`src/rtl/core_config_pkg.sv`:
```
// core_config_pkg
// Shared core configuration: datapath widths, default ALU count and the
// commit-unit FSM state type, plus a small index helper used by
// round-robin style logic.
// No ports (package).
package core_config_pkg;

  localparam int XLEN       = 32;
  localparam int REG_ADDR_W = 5;
  localparam int N_ALU      = 4;

  // Commit FSM state, kept as plain encoded constants so legacy code that
  // compares against raw bit patterns keeps working.
  typedef logic [0:0] commit_state_t;
  localparam commit_state_t ST_RUN  = 1'b0;
  localparam commit_state_t ST_TRAP = 1'b1;

  // (idx + 1) mod n, for idx already in 0..n-1.
  function automatic int unsigned wrap_inc(input int unsigned idx,
                                           input int unsigned n);
    return (idx + 1 >= n) ? 0 : idx + 1;
  endfunction

endpackage

```
`src/rtl/commit_unit_if.sv`:
```
// commit_unit_if
// Bundle of the N ALU result ports seen by the commit unit.
//   alu_valid  : result pending on port i (held until cleared)
//   alu_res    : result data per port
//   alu_rd     : destination register per port
//   alu_error  : result is faulty
//   alu_req    : urgent-result priority request
//   alu_clear  : one-hot release pulse back to the ALU
// master = ALU bank side, slave = commit unit side.
interface commit_unit_if #(
  parameter int N_ALU      = core_config_pkg::N_ALU,
  parameter int XLEN       = core_config_pkg::XLEN,
  parameter int REG_ADDR_W = core_config_pkg::REG_ADDR_W
);

  logic [N_ALU-1:0]                 alu_valid;
  logic [N_ALU-1:0][XLEN-1:0]       alu_res;
  logic [N_ALU-1:0][REG_ADDR_W-1:0] alu_rd;
  logic [N_ALU-1:0]                 alu_error;
  logic [N_ALU-1:0]                 alu_req;
  logic [N_ALU-1:0]                 alu_clear;

  modport master (
    output alu_valid, alu_res, alu_rd, alu_error, alu_req,
    input  alu_clear
  );

  modport slave (
    input  alu_valid, alu_res, alu_rd, alu_error, alu_req,
    output alu_clear
  );

endinterface

```
`src/rtl/rr_arbiter.sv`:
```
// rr_arbiter
// Combinational N-way round-robin arbiter. Picks the first requester at or
// after ptr_i, wrapping around.
//   req_i   : request vector
//   ptr_i   : round-robin start position (0..N-1)
//   gnt_o   : one-hot grant (all zero when nothing requests)
//   idx_o   : encoded index of the granted requester
//   valid_o : at least one request present
module rr_arbiter #(
  parameter int N     = 4,
  parameter int IDX_W = (N > 1) ? $clog2(N) : 1
) (
  input  logic [N-1:0]     req_i,
  input  logic [IDX_W-1:0] ptr_i,
  output logic [N-1:0]     gnt_o,
  output logic [IDX_W-1:0] idx_o,
  output logic             valid_o
);

  logic [IDX_W:0] pos;
  logic           found;

  always_comb begin
    gnt_o = '0;
    idx_o = '0;
    pos   = '0;
    found = 1'b0;
    for (int i = 0; i < N; i++) begin
      // One extra bit so ptr + i cannot overflow before the wrap.
      pos = {1'b0, ptr_i} + (IDX_W + 1)'(i);
      if (pos >= (IDX_W + 1)'(N)) pos = pos - (IDX_W + 1)'(N);
      if (!found && req_i[pos[IDX_W-1:0]]) begin
        found                  = 1'b1;
        gnt_o[pos[IDX_W-1:0]]  = 1'b1;
        idx_o                  = pos[IDX_W-1:0];
      end
    end
  end

  assign valid_o = |req_i;

endmodule

```
`src/rtl/commit_unit.sv`:
```
// commit_unit
// Commits one completed ALU result per cycle to the register file,
// releases the winning ALU, raises a precise exception on faulty results,
// supports flush and counts retired instructions.
//   clk, rst_n        : clock, asynchronous active-low reset
//   alu_bus           : ALU result ports (slave side), drives alu_clear
//   flush_i           : discard every pending result this cycle
//   exc_ack_i         : trap logic has taken the exception
//   rf_we_o/_waddr_o/_wdata_o   : register file write port
//   rd_release_o/_addr_o        : scoreboard release of the destination
//   exc_valid_o, exc_src_o      : exception pending and its source port
//   instret_o         : retired-instruction counter (wraps at 2^64)
module commit_unit #(
  parameter int N_ALU      = core_config_pkg::N_ALU,
  parameter int XLEN       = core_config_pkg::XLEN,
  parameter int REG_ADDR_W = core_config_pkg::REG_ADDR_W
) (
  input  logic                       clk,
  input  logic                       rst_n,
  commit_unit_if.slave               alu_bus,
  input  logic                       flush_i,
  input  logic                       exc_ack_i,
  output logic                       rf_we_o,
  output logic [REG_ADDR_W-1:0]      rf_waddr_o,
  output logic [XLEN-1:0]            rf_wdata_o,
  output logic                       rd_release_o,
  output logic [REG_ADDR_W-1:0]      rd_release_addr_o,
  output logic                       exc_valid_o,
  output logic [$clog2(N_ALU)-1:0]   exc_src_o,
  output logic [63:0]                instret_o
);

  import core_config_pkg::*;

  localparam int IDX_W = $clog2(N_ALU);

  commit_state_t         state_q, state_d;
  logic [IDX_W-1:0]      ptr_q, ptr_d;
  logic [IDX_W-1:0]      exc_src_q, exc_src_d;
  logic                  we_q, we_d;
  logic [REG_ADDR_W-1:0] waddr_q, waddr_d;
  logic [XLEN-1:0]       wdata_q, wdata_d;
  logic                  rel_q, rel_d;
  logic [REG_ADDR_W-1:0] rel_addr_q, rel_addr_d;
  logic [63:0]           instret_q, instret_d;

  logic [N_ALU-1:0]      urgent;
  logic [N_ALU-1:0]      cand;
  logic [N_ALU-1:0]      gnt;
  logic [IDX_W-1:0]      win;
  logic                  any_cand;
  logic                  grant;
  logic                  win_err;
  logic [REG_ADDR_W-1:0] win_rd;
  logic [XLEN-1:0]       win_res;

  // Urgent results form the whole candidate set when any are present.
  assign urgent = alu_bus.alu_valid & alu_bus.alu_req;
  assign cand   = (|urgent) ? urgent : alu_bus.alu_valid;

  rr_arbiter #(
    .N     (N_ALU),
    .IDX_W (IDX_W)
  ) u_arb (
    .req_i   (cand),
    .ptr_i   (ptr_q),
    .gnt_o   (gnt),
    .idx_o   (win),
    .valid_o (any_cand)
  );

  // Flush beats a grant; TRAP never grants.
  assign grant   = (state_q == ST_RUN) && !flush_i && any_cand;
  assign win_err = alu_bus.alu_error[win];
  assign win_rd  = alu_bus.alu_rd[win];
  assign win_res = alu_bus.alu_res[win];

  // Release pulse. Held low during reset so ALUs keep their results.
  always_comb begin
    alu_bus.alu_clear = '0;
    if (!rst_n)        alu_bus.alu_clear = '0;
    else if (flush_i)  alu_bus.alu_clear = alu_bus.alu_valid;
    else if (grant)    alu_bus.alu_clear = gnt;
  end

  always_comb begin
    state_d    = state_q;
    ptr_d      = ptr_q;
    exc_src_d  = exc_src_q;
    we_d       = 1'b0;
    waddr_d    = waddr_q;
    wdata_d    = wdata_q;
    rel_d      = 1'b0;
    rel_addr_d = rel_addr_q;
    instret_d  = instret_q;

    if (grant) begin
      ptr_d      = IDX_W'(wrap_inc(32'(win), N_ALU));
      rel_d      = 1'b1;
      rel_addr_d = win_rd;
      if (win_err) begin
        state_d   = ST_TRAP;
        exc_src_d = win;
      end else begin
        // x0 is hardwired: release it but never write it.
        we_d      = (win_rd != '0);
        waddr_d   = win_rd;
        wdata_d   = win_res;
        instret_d = instret_q + 64'd1;
      end
    end

    if ((state_q == ST_TRAP) && (flush_i || exc_ack_i)) state_d = ST_RUN;
  end

  always_ff @(posedge clk or negedge rst_n) begin
    if (!rst_n) begin
      state_q    <= ST_RUN;
      ptr_q      <= '0;
      exc_src_q  <= '0;
      we_q       <= 1'b0;
      waddr_q    <= '0;
      wdata_q    <= '0;
      rel_q      <= 1'b0;
      rel_addr_q <= '0;
      instret_q  <= '0;
    end else begin
      state_q    <= state_d;
      ptr_q      <= ptr_d;
      exc_src_q  <= exc_src_d;
      we_q       <= we_d;
      waddr_q    <= waddr_d;
      wdata_q    <= wdata_d;
      rel_q      <= rel_d;
      rel_addr_q <= rel_addr_d;
      instret_q  <= instret_d;
    end
  end

  assign rf_we_o           = we_q;
  assign rf_waddr_o        = waddr_q;
  assign rf_wdata_o        = wdata_q;
  assign rd_release_o      = rel_q;
  assign rd_release_addr_o = rel_addr_q;
  assign exc_valid_o       = (state_q == ST_TRAP);
  assign exc_src_o         = exc_src_q;
  assign instret_o         = instret_q;

endmodule

```
`src/flat_wrapper.sv`:
```
// flat-port wrapper written by rule: the top's interface ports become plain ports
module commit_unit_flat import core_config_pkg::*;
#(
  parameter int N_ALU      = core_config_pkg::N_ALU,
  parameter int XLEN       = core_config_pkg::XLEN,
  parameter int REG_ADDR_W = core_config_pkg::REG_ADDR_W
)
  (clk, rst_n, flush_i, exc_ack_i, rf_we_o, rf_waddr_o, rf_wdata_o, rd_release_o, rd_release_addr_o, exc_valid_o, exc_src_o, instret_o, alu_bus_alu_valid, alu_bus_alu_res, alu_bus_alu_rd, alu_bus_alu_error, alu_bus_alu_req, alu_bus_alu_clear);
  commit_unit_if #(.N_ALU(N_ALU), .XLEN(XLEN), .REG_ADDR_W(REG_ADDR_W)) alu_bus_i ();
  input  logic clk;
  input  logic rst_n;
  input  logic flush_i;
  input  logic exc_ack_i;
  output logic rf_we_o;
  output logic [REG_ADDR_W-1:0] rf_waddr_o;
  output logic [XLEN-1:0] rf_wdata_o;
  output logic rd_release_o;
  output logic [REG_ADDR_W-1:0] rd_release_addr_o;
  output logic exc_valid_o;
  output logic [$clog2(N_ALU)-1:0] exc_src_o;
  output logic [63:0] instret_o;
  input wire logic [$bits(alu_bus_i.alu_valid)-1:0] alu_bus_alu_valid;
  input wire logic [$bits(alu_bus_i.alu_res)-1:0] alu_bus_alu_res;
  input wire logic [$bits(alu_bus_i.alu_rd)-1:0] alu_bus_alu_rd;
  input wire logic [$bits(alu_bus_i.alu_error)-1:0] alu_bus_alu_error;
  input wire logic [$bits(alu_bus_i.alu_req)-1:0] alu_bus_alu_req;
  output wire logic [$bits(alu_bus_i.alu_clear)-1:0] alu_bus_alu_clear;
  assign alu_bus_i.alu_valid = alu_bus_alu_valid;
  assign alu_bus_i.alu_res = alu_bus_alu_res;
  assign alu_bus_i.alu_rd = alu_bus_alu_rd;
  assign alu_bus_i.alu_error = alu_bus_alu_error;
  assign alu_bus_i.alu_req = alu_bus_alu_req;
  assign alu_bus_alu_clear = alu_bus_i.alu_clear;
  commit_unit #(.N_ALU(N_ALU), .XLEN(XLEN), .REG_ADDR_W(REG_ADDR_W)) u_core (.clk(clk), .rst_n(rst_n), .alu_bus(alu_bus_i), .flush_i(flush_i), .exc_ack_i(exc_ack_i), .rf_we_o(rf_we_o), .rf_waddr_o(rf_waddr_o), .rf_wdata_o(rf_wdata_o), .rd_release_o(rd_release_o), .rd_release_addr_o(rd_release_addr_o), .exc_valid_o(exc_valid_o), .exc_src_o(exc_src_o), .instret_o(instret_o));
endmodule
```
`config.mk`:
```
export PLATFORM = sky130hd
export DESIGN_NAME = commit_unit_flat
export DESIGN_NICKNAME = d
export VERILOG_FILES = /design/src/rtl/core_config_pkg.sv /design/src/rtl/commit_unit_if.sv /design/src/rtl/rr_arbiter.sv /design/src/rtl/commit_unit.sv /design/src/flat_wrapper.sv
export SDC_FILE = /design/constraint.sdc
export NUM_CORES = 1
export LEC_CHECK = 0
export ABC_AREA = 1
export CAP_MARGIN = 15
export CORE_ASPECT_RATIO = 1.1
export CORE_UTILIZATION = 42
export CTS_CLUSTER_SIZE = 28
export DETAILED_ROUTE_END_ITERATION = 6
export PLACE_DENSITY = 0.78
export SETUP_SLACK_MARGIN = 0.3
export SYNTH_ARGS = -nofsm -noshare
export SYNTH_HDL_FRONTEND = slang
export SYNTH_SLANG_ARGS = --single-unit
```
`constraint.sdc`:
```
create_clock -name clk -period 3.4 [get_ports clk]
set_input_delay 1.02 -clock clk [delete_from_list [all_inputs] [get_ports clk]]
set_output_delay 1.02 -clock clk [all_outputs]
set_load 0.03 [all_outputs]
```
==> After elaboration in Yosys (flattened, before gate mapping) <==
Index checks and enable logic that the tools add are counted.
{ "classes": {"n_reduce_logical": 23, "n_bitwise": 6, "mux": 48, "n_lt_le_gt_ge": 14, "addsub": 9} }
{ "ops": {"columns": ["operator", "count"], "rows": [
  ["64-bit by 1-bit adder with 64-bit output (second input constant)", 1],
  ["32-bit binary-select mux with 2-bit select", 1],
  ["32-bit two-way mux", 1],
  ["4-bit two-way mux", 8],
  ["1-bit two-way mux", 18],
  ["2-bit two-way mux", 9],
  ["2-bit by 3-bit < comparator with 1-bit output (second input constant)", 5],
  ["3-bit >= comparator (second input constant)", 4],
  ["4-bit OR", 3],
  ["1-bit binary-select mux with 2-bit select", 5],
  ["5-bit binary-select mux with 2-bit select", 1],
  ["1-bit logical AND", 10],
  ["1-bit demux with 2-bit select", 4],
  ["2-bit by 1-bit >= comparator with 1-bit output (second input constant)", 4],
  ["4-bit OR reduction", 2],
  ["2-bit by 1-bit subtractor with 2-bit output (second input constant)", 4],
  ["2-bit by 1-bit adder with 3-bit output (second input constant)", 2],
  ["2-bit by 2-bit adder with 3-bit output (second input constant)", 2],
  ["2-bit AND reduction", 3],
  ["5-bit two-way mux", 1],
  ["5-bit nonzero test", 1],
  ["4-bit bitwise AND", 1],
  ["1-bit zero test", 4],
  ["2-bit nonzero test", 2],
  ["3 further kinds", 4]
]} }
{ "word_totals": {"regBits": 113, "inputBits": 164, "word_cells": 109, "output_inout_bits": 115} }

==> Depth between registers and ports, before layout <==
Gate-level depths: netlist of the first run.
{ "depth": {"depth_word": 20, "mapped_depth": 23, "mapped_depth_nobuf": 21} }

==> Cells and area by module <==
Synthesis of the first run repeated with hierarchy kept, for this count alone.
{ "hier_totals": {"hier_cells": 1079, "hier_area_um2": 7512.2} }
{ "by_module_without_submodules": {"columns": ["mod", "cells_per_inst", "instances", "seq_area_each_um2", "area_each_um2"], "rows": [
  ["commit_unit", 996, 1, 2827.7, 6977.9],
  ["rr_arbiter", 83, 1, 0.0, 534.3]
]} }

==> Worst setup path before layout of the first run <==
Ideal clock, no wire load.
{ "synth_path": {"kind": "input to output", "start": "input alu_bus_alu_valid[1]", "end": "output alu_bus_alu_clear[2]", "path_buffers": 1, "t_arrival_ps": 3130, "cell_stages": 10, "t_required_ps": 2380, "setup_slack_ps": -750, "cell_sequence": "nand2_1 -> nand2_2 -> nor2_4 -> nand2_1 -> nand2_1 -> a21oi_1 -> a41oi_1 -> clkbuf_1 -> a21oi_1 -> a211oi_1"} }
{ "synth_between": {"elab_chain_cells": 18, "word_cells_on_any_way": 32} }
{ "synth_lines": {"columns": ["item", "line_no", "source"], "rows": [
  ["start: declaration", "flat_wrapper.sv:22", "input wire logic [$bits(alu_bus_i.alu_valid)-1:0] alu_bus_alu_valid;"],
  ["4-bit bitwise AND", "commit_unit.sv:58", "assign urgent = alu_bus.alu_valid & alu_bus.alu_req;"],
  ["4-bit OR reduction", "commit_unit.sv:59", "assign cand = (|urgent) ? urgent : alu_bus.alu_valid;"],
  ["4-bit two-way mux (*)", "commit_unit.sv:59", null],
  ["1-bit binary-select mux with 2-bit select", "rr_arbiter.sv:32", "if (!found && req_i[pos[IDX_W-1:0]]) begin"],
  ["1-bit two-way mux (not written as such)", "rr_arbiter.sv:32", null],
  ["1-bit two-way mux", "rr_arbiter.sv:32", null],
  ["1-bit zero test", "rr_arbiter.sv:32", null],
  ["1-bit logical AND", "rr_arbiter.sv:32", null],
  ["[2 not listed]", null, null],
  ["1-bit logical AND", "rr_arbiter.sv:32", null],
  ["1-bit two-way mux", "rr_arbiter.sv:32", null],
  ["1-bit zero test", "rr_arbiter.sv:32", null],
  ["1-bit logical AND", "rr_arbiter.sv:32", null],
  ["4-bit two-way mux", "rr_arbiter.sv:32", null],
  ["4-bit two-way mux (*)", "commit_unit.sv:83", "else if (grant) alu_bus.alu_clear = gnt;"],
  ["4-bit two-way mux (*)", "commit_unit.sv:82", "else if (flush_i) alu_bus.alu_clear = alu_bus.alu_valid;"],
  ["4-bit two-way mux (*)", "commit_unit.sv:81", "if (!rst_n) alu_bus.alu_clear = '0;"],
  ["end: declaration", "flat_wrapper.sv:27", "output wire logic [$bits(alu_bus_i.alu_clear)-1:0] alu_bus_alu_clear;"]
]} }
Every way passes the cells marked *; elsewhere a longest branch is shown, timed or not. The select of a mux whose other input is x is not followed.

==> Worst setup path in the final report of the first run <==
{ "layout_path": {"start": "input alu_bus_alu_req[0]", "end": "output alu_bus_alu_clear[0]"} }
{ "layout_between": {"elab_chain_cells": 18, "word_cells_on_any_way": 32} }
{ "layout_lines": {"columns": ["item", "line_no", "source"], "rows": [
  ["start: declaration", "flat_wrapper.sv:26", "input wire logic [$bits(alu_bus_i.alu_req)-1:0] alu_bus_alu_req;"],
  ["4-bit bitwise AND (*)", "commit_unit.sv:58", null],
  ["4-bit OR reduction", "commit_unit.sv:59", null],
  ["4-bit two-way mux (*)", "commit_unit.sv:59", null],
  ["1-bit binary-select mux with 2-bit select", "rr_arbiter.sv:32", null],
  ["1-bit two-way mux (not written as such)", "rr_arbiter.sv:32", null],
  ["1-bit two-way mux", "rr_arbiter.sv:32", null],
  ["1-bit zero test", "rr_arbiter.sv:32", null],
  ["1-bit logical AND", "rr_arbiter.sv:32", null],
  ["[2 not listed]", null, null],
  ["1-bit logical AND", "rr_arbiter.sv:32", null],
  ["1-bit two-way mux", "rr_arbiter.sv:32", null],
  ["1-bit zero test", "rr_arbiter.sv:32", null],
  ["1-bit logical AND", "rr_arbiter.sv:32", null],
  ["4-bit two-way mux", "rr_arbiter.sv:32", null],
  ["4-bit two-way mux (*)", "commit_unit.sv:83", null],
  ["4-bit two-way mux (*)", "commit_unit.sv:82", null],
  ["4-bit two-way mux (*)", "commit_unit.sv:81", null]
]} }
Marks and branches as above.

==> qor.yml, run 1 <==
critical_path:
  r2r_slack_ns: 0.45
  endpoint: "alu_bus_alu_clear[0]"
  r2r-end: "u_core.instret_o[2]"
  startpoint_type: "input port"
  criticalPathCategory: "in2out"
  worst_ep_arrival_time_ns: 2.75
  worstPathMaxFanout: 4
  critPathRequiredTime_ns: 2.38
  r2r_cells: 21
  r2r_start: "u_core.ptr_q[0]"
  critPathCaptureType: "primary output"
  startpoint: "alu_bus_alu_req[0]"
place:
  port_buffers: 278
  place.detailed.hpwl_um: 25200
  dpl_worst_slack_ns: -0.994
  gp_congestion: 1.08
power_and_ir_drop:
  p_int_mw: 8.34
  p_sw_share_pct: 48.4
  p_comb_share_pct: 76.2
  total_power_mw: 16.1
  seqPwrFrac_pct: 12.2
  irDropWorstVdd_v: 0.000895
  p_sw_mw: 7.81
  p_per_area_mw_per_mm2: 1120
  clock_power_share_pct: 11.7
  p_leak_nw: 6.30
status:
  outcome: "finished, violations left"
  violations: "setup timing"
clocking:
  clk_latency_ns: 0.44
  clockRootBuffer: "clkbuf_16"
  cts_max_path_buffers: 2
  cts.sinks: 113
  clk_pin_slew_worst_paths_ns: 0.06
  hold_buffers: 0
  htreeDepth: 4
  cts_buffers: 17
  cts_tree: "done"
sta:
  hold_viol_final: 0
  slew_violations: 0
  min_period_ns: 3.77
  grt_setup_unrepaired: "yes"
  relSlewSlack_pct: 39.3
  worst_slack_ns: -0.372
  tightest_slew_ns: 0.911
  fmax_mhz: 265
  setup_violations: 4
  fin_crit_sh_pct: 111
  skew_ns: 0.0132
  holdWs_ns: 0.442
synthesis:
  syn_nets: 1412
  seq_area_frac_synth_pct: 34.5
  syn_area_per_cell_um2: 6.62
  syn-instance-count: 1238
  postSynthRegisterBits: 113
  yosysUniqueCellTypes: 34
  yosysWarnings: 0
  synth_area_mm2: 0.00820
final_layout:
  drive_above_1_share_pct: 25.1
  syn2layout_area_growth_pct: 75.2
  final_common_cell: "nand2_1"
  final_core_util_pct: 75.2
  antennaDiodeCount: 0
  fin_nets: 1773
  final_cell_mix: "nand2_1 (277), clkdlybuf4s50_1 (265), inv_1 (136)"
  fillers: 1424
flow_run:
  drv_cap: 0
min_path:
  holdCritPathClass: "in2async"
detailed_routing:
  postRouteAntennaNets: 0
  vias_per_cell: 5.51
  first_pass_iters: 5
  drt_wl_total_um: 37100
  drc: 0
  wire_per_inst_um: 20.0
  num_vias: 10249
  drt_iter0_drc: 684
grt:
  grt-ovfl-total: 0
  gr-usage-all-layers_pct: 32.6
  grt_start_max_net_pins: 70
  grt_pass1_vias: 9328
  antenna_found_initial: 0
  grt_pass1_wl_um: 49500
die:
  die_y_um: 149
  placementRows: 53
  die_x_um: 135
  ios: 279
  initial_core_util_pct: 42.9
  die-area_mm2: 0.0201
  coreArea_mm2: 0.0191
## cells in the mapped netlist
| library cell | n | area share [%] |
|---|---|---|
| xor2_1 | 41 | 4.4 |
| buf_6 | 5 | 0.69 |
| o211ai_1 | 64 | 5.9 |
| nand3_1 | 139 | 8.5 |
| buf_1 | 3 | 0.14 |
| nand4_1 | 16 | 1.2 |
| xnor2_1 | 21 | 2.2 |
| nand3_2 | 1 | 0.12 |
| a21boi_0 | 1 | 0.092 |
| o2111ai_1 | 1 | 0.11 |
| clkinv_1 | 1 | 0.046 |
| nor4_1 | 12 | 0.92 |
| inv_1 | 136 | 6.2 |
| a41oi_1 | 1 | 0.11 |
| dfrtp_1 | 113 | 34 |
| and2_1 | 2 | 0.15 |
| nand2_1 | 435 | 20 |
| o31ai_1 | 1 | 0.092 |
| buf_4 | 4 | 0.37 |
| o21ai_0 | 37 | 2.3 |
| nor3_1 | 25 | 1.5 |
| nor2_4 | 1 | 0.14 |
| a211oi_1 | 2 | 0.18 |
| inv_2 | 2 | 0.092 |
| buf_2 | 29 | 1.8 |
| nor4b_1 | 1 | 0.11 |
| clkbuf_1 | 16 | 0.73 |
| nor2_1 | 93 | 4.3 |
| a21oi_1 | 13 | 0.79 |
| nand3b_1 | 2 | 0.18 |
| ha_1 | 10 | 1.5 |
| o21ai_1 | 2 | 0.12 |
| nand2_2 | 6 | 0.46 |
| o21bai_1 | 2 | 0.18 |
## layout make-up
type,instances,area [um2],area share (%)
clock inverter,12,158,1.10
clock buffer,20,447,3.11
inverter,139,534,3.72
tap,247,309,2.15
multi-input combinational,929,5720,39.9
sequential,113,2830,19.7
timing repair buffer,399,4360,30.4
## routing by layer
metal  track usage, %  wire length, um  share of wire, %  vias up
met5                0                0                 0        -
met4             20.8             2640               7.1        0
met3             5.66             2360               6.4      161
met2             57.8            18800                51      541
met1             35.8            13300                36     4813
li1                 -                -                 -     4734
## flip-flops by register name (all words and copies together), names as in the netlist
name / cells
u_core.instret_o: 64
u_core.rd_release_addr_o: 5
u_core.exc_src_o: 2
u_core.rd_release_o: 1
u_core.rf_waddr_o: 5
u_core.ptr_q: 2
u_core.exc_valid_o: 1
u_core.rf_wdata_o: 32
u_core.rf_we_o: 1
## power by group through the flow
stage | clock, mW | sequential (mW) | combinational [mW]
after CTS | 1.88 | 1.88 | 8.25
after global routing | 1.94 | 1.99 | 12.9
after detailed placement | 0 | 1.89 | 8.04
after global placement | 0 | 1.90 | 7.90
final | 1.89 | 1.96 | 12.3
after floorplan | 0 | 2.43 | 4.44
## critical path, stage by stage
cell and delay, ns:
buf_6 0.10, nand2_8 0.06, buf_4 0.14, inv_1 0.04
o21bai_1 0.15, nand3_1 0.13, nand3_2 0.11, nand2_4 0.09
buf_4 0.12, nand3_2 0.11, nor2_4 0.14, nand2_1 0.07
o2111ai_2 0.10, nand2_2 0.10, a21oi_4 0.13, buf_6 0.14
## per-stage QoR
stage | TNS, ns | instance area, um2 | instances
finish | -1.45 | 14400 | 1859
CTS | -1.27 | 12600 | 1814
global route | -2.57 | 14400 | 1859
detailed placement | -51.86 | 11800 | 1778
floorplan | -0.275 | 8350 | 1238
global placement | -48.26 | 11800 | 1778
## how the worst min path moves through the flow
stage,cells after the start,slack [ns],end,start
floorplan,2,0.65,u_core.rf_wdata_o[31],u_core.rf_wdata_o[31]
global placement,2,0.46,u_core.rf_wdata_o[29],u_core.rf_wdata_o[29]
detailed placement,2,0.47,u_core.rf_wdata_o[3],u_core.rf_wdata_o[3]
CTS,1,0.44,u_core.rf_wdata_o[27],rst_n
global route,1,0.44,u_core.rf_wdata_o[26],rst_n
finish,1,0.44,u_core.rf_wdata_o[27],rst_n
## cell families (layout without fill, tap and decap cells)
kind of cell / after synthesis / after routing / share of synthesized area (%)
compound gates: 124 / 124 / 9.80
buf+inv: 196 / 570 / 10.1
simple gates: 733 / 733 / 37.5
flops: 113 / 113 / 34.5
xor+xnor: 62 / 62 / 6.62
fa+ha+maj: 10 / 10 / 1.53
## repair_timing
action,4_1_cts,5_1_grt
pin swaps,25,95
gates resized for setup,87,310
gates cloned,0,27
endpoints found under the setup margin,116,114
setup buffers,4,18
No activity file was read; power rests on OpenSTA's default activity.
==> run 2, diff against run 1 <==
- CORE_MARGIN: default -> 4
==> run 2 against run 1 <==
The run still ends with setup timing left. Largest power group unchanged. Clock skew is 0.0040 ns lower. Routed wire length is 12% lower. Combinational power is 32% lower. Non-clock buffer count is 43 lower. Flip-flop and latch count stayed put. Total power is 26% lower.
==> qor.yml, run 2 (same netlist as run 1, synthesis figures left out) <==
power_and_ir_drop:
  irDropWorstVdd_v: 0.000797
  total_power_mw: 12.0
  p_comb_share_pct: 69.5
  p_int_mw: 6.00
  p_leak_nw: 5.58
  seqPwrFrac_pct: 15.8
  p_sw_mw: 5.96
  p_per_area_mw_per_mm2: 945
  clock_power_share_pct: 14.7
  p_sw_share_pct: 49.9
sta:
  grt_setup_unrepaired: "yes"
  slew_violations: 0
  setup_violations: 4
  tightest_slew_ns: 0.935
  min_period_ns: 3.83
  skew_ns: 0.00923
  hold_viol_final: 0
  fmax_mhz: 261
  relSlewSlack_pct: 37.7
  setup_tns_ns: -1.54
  fin_crit_sh_pct: 113
  worst_slack_ns: -0.431
final_layout:
  multi_input_area_mm2: 0.00490
  final_cell_mix: "nand2_1 (412), clkdlybuf4s50_1 (265), inv_1 (136)"
  drive_above_1_share_pct: 12.1
  fillers: 1719
  final_common_cell: "nand2_1"
  stdcell_count: 1817
  fin_nets: 1730
  largest_reg_flops: 64
  seqCellArea_mm2: 0.00283
  syn2layout_area_growth_pct: 54.4
clocking:
  cts.sinks: 113
  cts_max_path_buffers: 2
  clockRootBuffer: "clkbuf_16"
  clk_latency_ns: 0.42
  clk_pin_slew_worst_paths_ns: 0.06
  htreeDepth: 4
  cts_buffers: 17
  cts_tree: "done"
die:
  die_y_um: 155
  die_x_um: 141
  coreArea_mm2: 0.0192
  initial_core_util_pct: 42.8
  ios: 279
  die-area_mm2: 0.0218
  placementRows: 53
detailed_routing:
  drt_wl_total_um: 32500
  num_vias: 9416
  vias_per_cell: 5.18
  drt_iter0_drc: 476
  drc: 0
  first_pass_iters: 6
  postRouteAntennaNets: 0
  wire_per_inst_um: 17.9
grt:
  grt_start_max_net_pins: 71
  antenna_found_initial: 1
  gr-usage-all-layers_pct: 29.4
  grt_pass1_vias: 9550
  grt-ovfl-total: 0
  grt_pass1_wl_um: 50300
critical_path:
  startpoint_type: "input port"
  criticalPathCategory: "in2out"
  worst_ep_arrival_time_ns: 2.81
  worstPathMaxFanout: 7
  critPathCaptureType: "primary output"
  critPathRequiredTime_ns: 2.38
place:
  gp_congestion: 1.07
  dp_cells: 1777
  place.detailed.hpwl_um: 25800
  port_buffers: 278
status:
  violations: "setup timing"
  outcome: "finished, violations left"
min_path:
  holdCritPathClass: "reg2reg"
flow_run:
  drv_cap: 0
## run 2: power groups by stage
| stage | clock network [mW] | registers (mW) | logic (mW) |
|---|---|---|---|
| floorplan | 0 | 2.43 | 4.44 |
| global placement | 0 | 1.90 | 7.61 |
| detailed placement | 0 | 1.90 | 7.71 |
| CTS | 1.78 | 1.89 | 7.93 |
| global route | 1.85 | 1.92 | 9.12 |
| finish | 1.76 | 1.89 | 8.31 |
## run 2: cell type report
type                    count  area share [%]
clock inverters            13           0.989
multi-input cells         929            38.7
repair buffers            356            27.7
clock buffers              19            3.58
inverters                 139            4.16
well taps                 247            2.44
flip-flops and latches    113            22.3
diodes                      1          0.0198
## run 2: through the flow
step / hold WS [ns] / utilization (%) / area [um2] / setup WS (ns)
finish: 0.480 / 66.0 / 12700 / -0.431
global route: 0.494 / 66.0 / 12700 / -0.537
CTS: 0.479 / 65.5 / 12500 / -0.405
detailed placement: 0.464 / 61.4 / 11800 / -0.950
global placement: 0.462 / 61.4 / 11800 / -0.920
floorplan: 0.654 / - / 8350 / -0.147
## run 2: per-layer routing
layer,vias up,track usage [%],routed length [um]
li1,4642,-,-
met1,4309,32.6,12100
met2,383,54.1,17000
met3,82,5.84,1910
met4,0,12.9,1450
met5,-,0,0
## run 2: critical path: stages
cell      delay (ns)
buf_8           0.10
nand2_8         0.07
nand2_4         0.05
nor2_4          0.20
nand2_2         0.12
nand3_2         0.11
nand3_2         0.12
nand2_4         0.11
buf_4           0.13
nand2_1         0.07
nand2_1         0.09
a21oi_1         0.04
o21ai_1         0.11
a21oi_2         0.09
a211oi_4        0.19
buf_6           0.17
## run 2: final timing paths
path	startpoint	endpoint	slack (ns)	cells past startpoint
hold reg to reg	u_core.rf_wdata_o[3]	u_core.rf_wdata_o[3]	0.48	2
setup / recovery	alu_bus_alu_req[2]	alu_bus_alu_clear[2]	-0.43	16
max in group asynchronous	rst_n	u_core.instret_o[62]	1.33	3
setup reg to reg	u_core.ptr_q[0]	u_core.instret_o[44]	0.66	16
min in group asynchronous	rst_n	u_core.instret_o[0]	0.72	2
hold / removal	u_core.rf_wdata_o[3]	u_core.rf_wdata_o[3]	0.48	2
## run 2: repair_timing
| item | CTS | global route |
|---|---|---|
| cloned | 0 | 1 |
| buffers inserted | 5 | 1 |
| hold buffers | 0 | 0 |
| pin swaps | 28 | 6 |
| setup endpoints to repair | 116 | 108 |
| resized for setup | 87 | 22 |
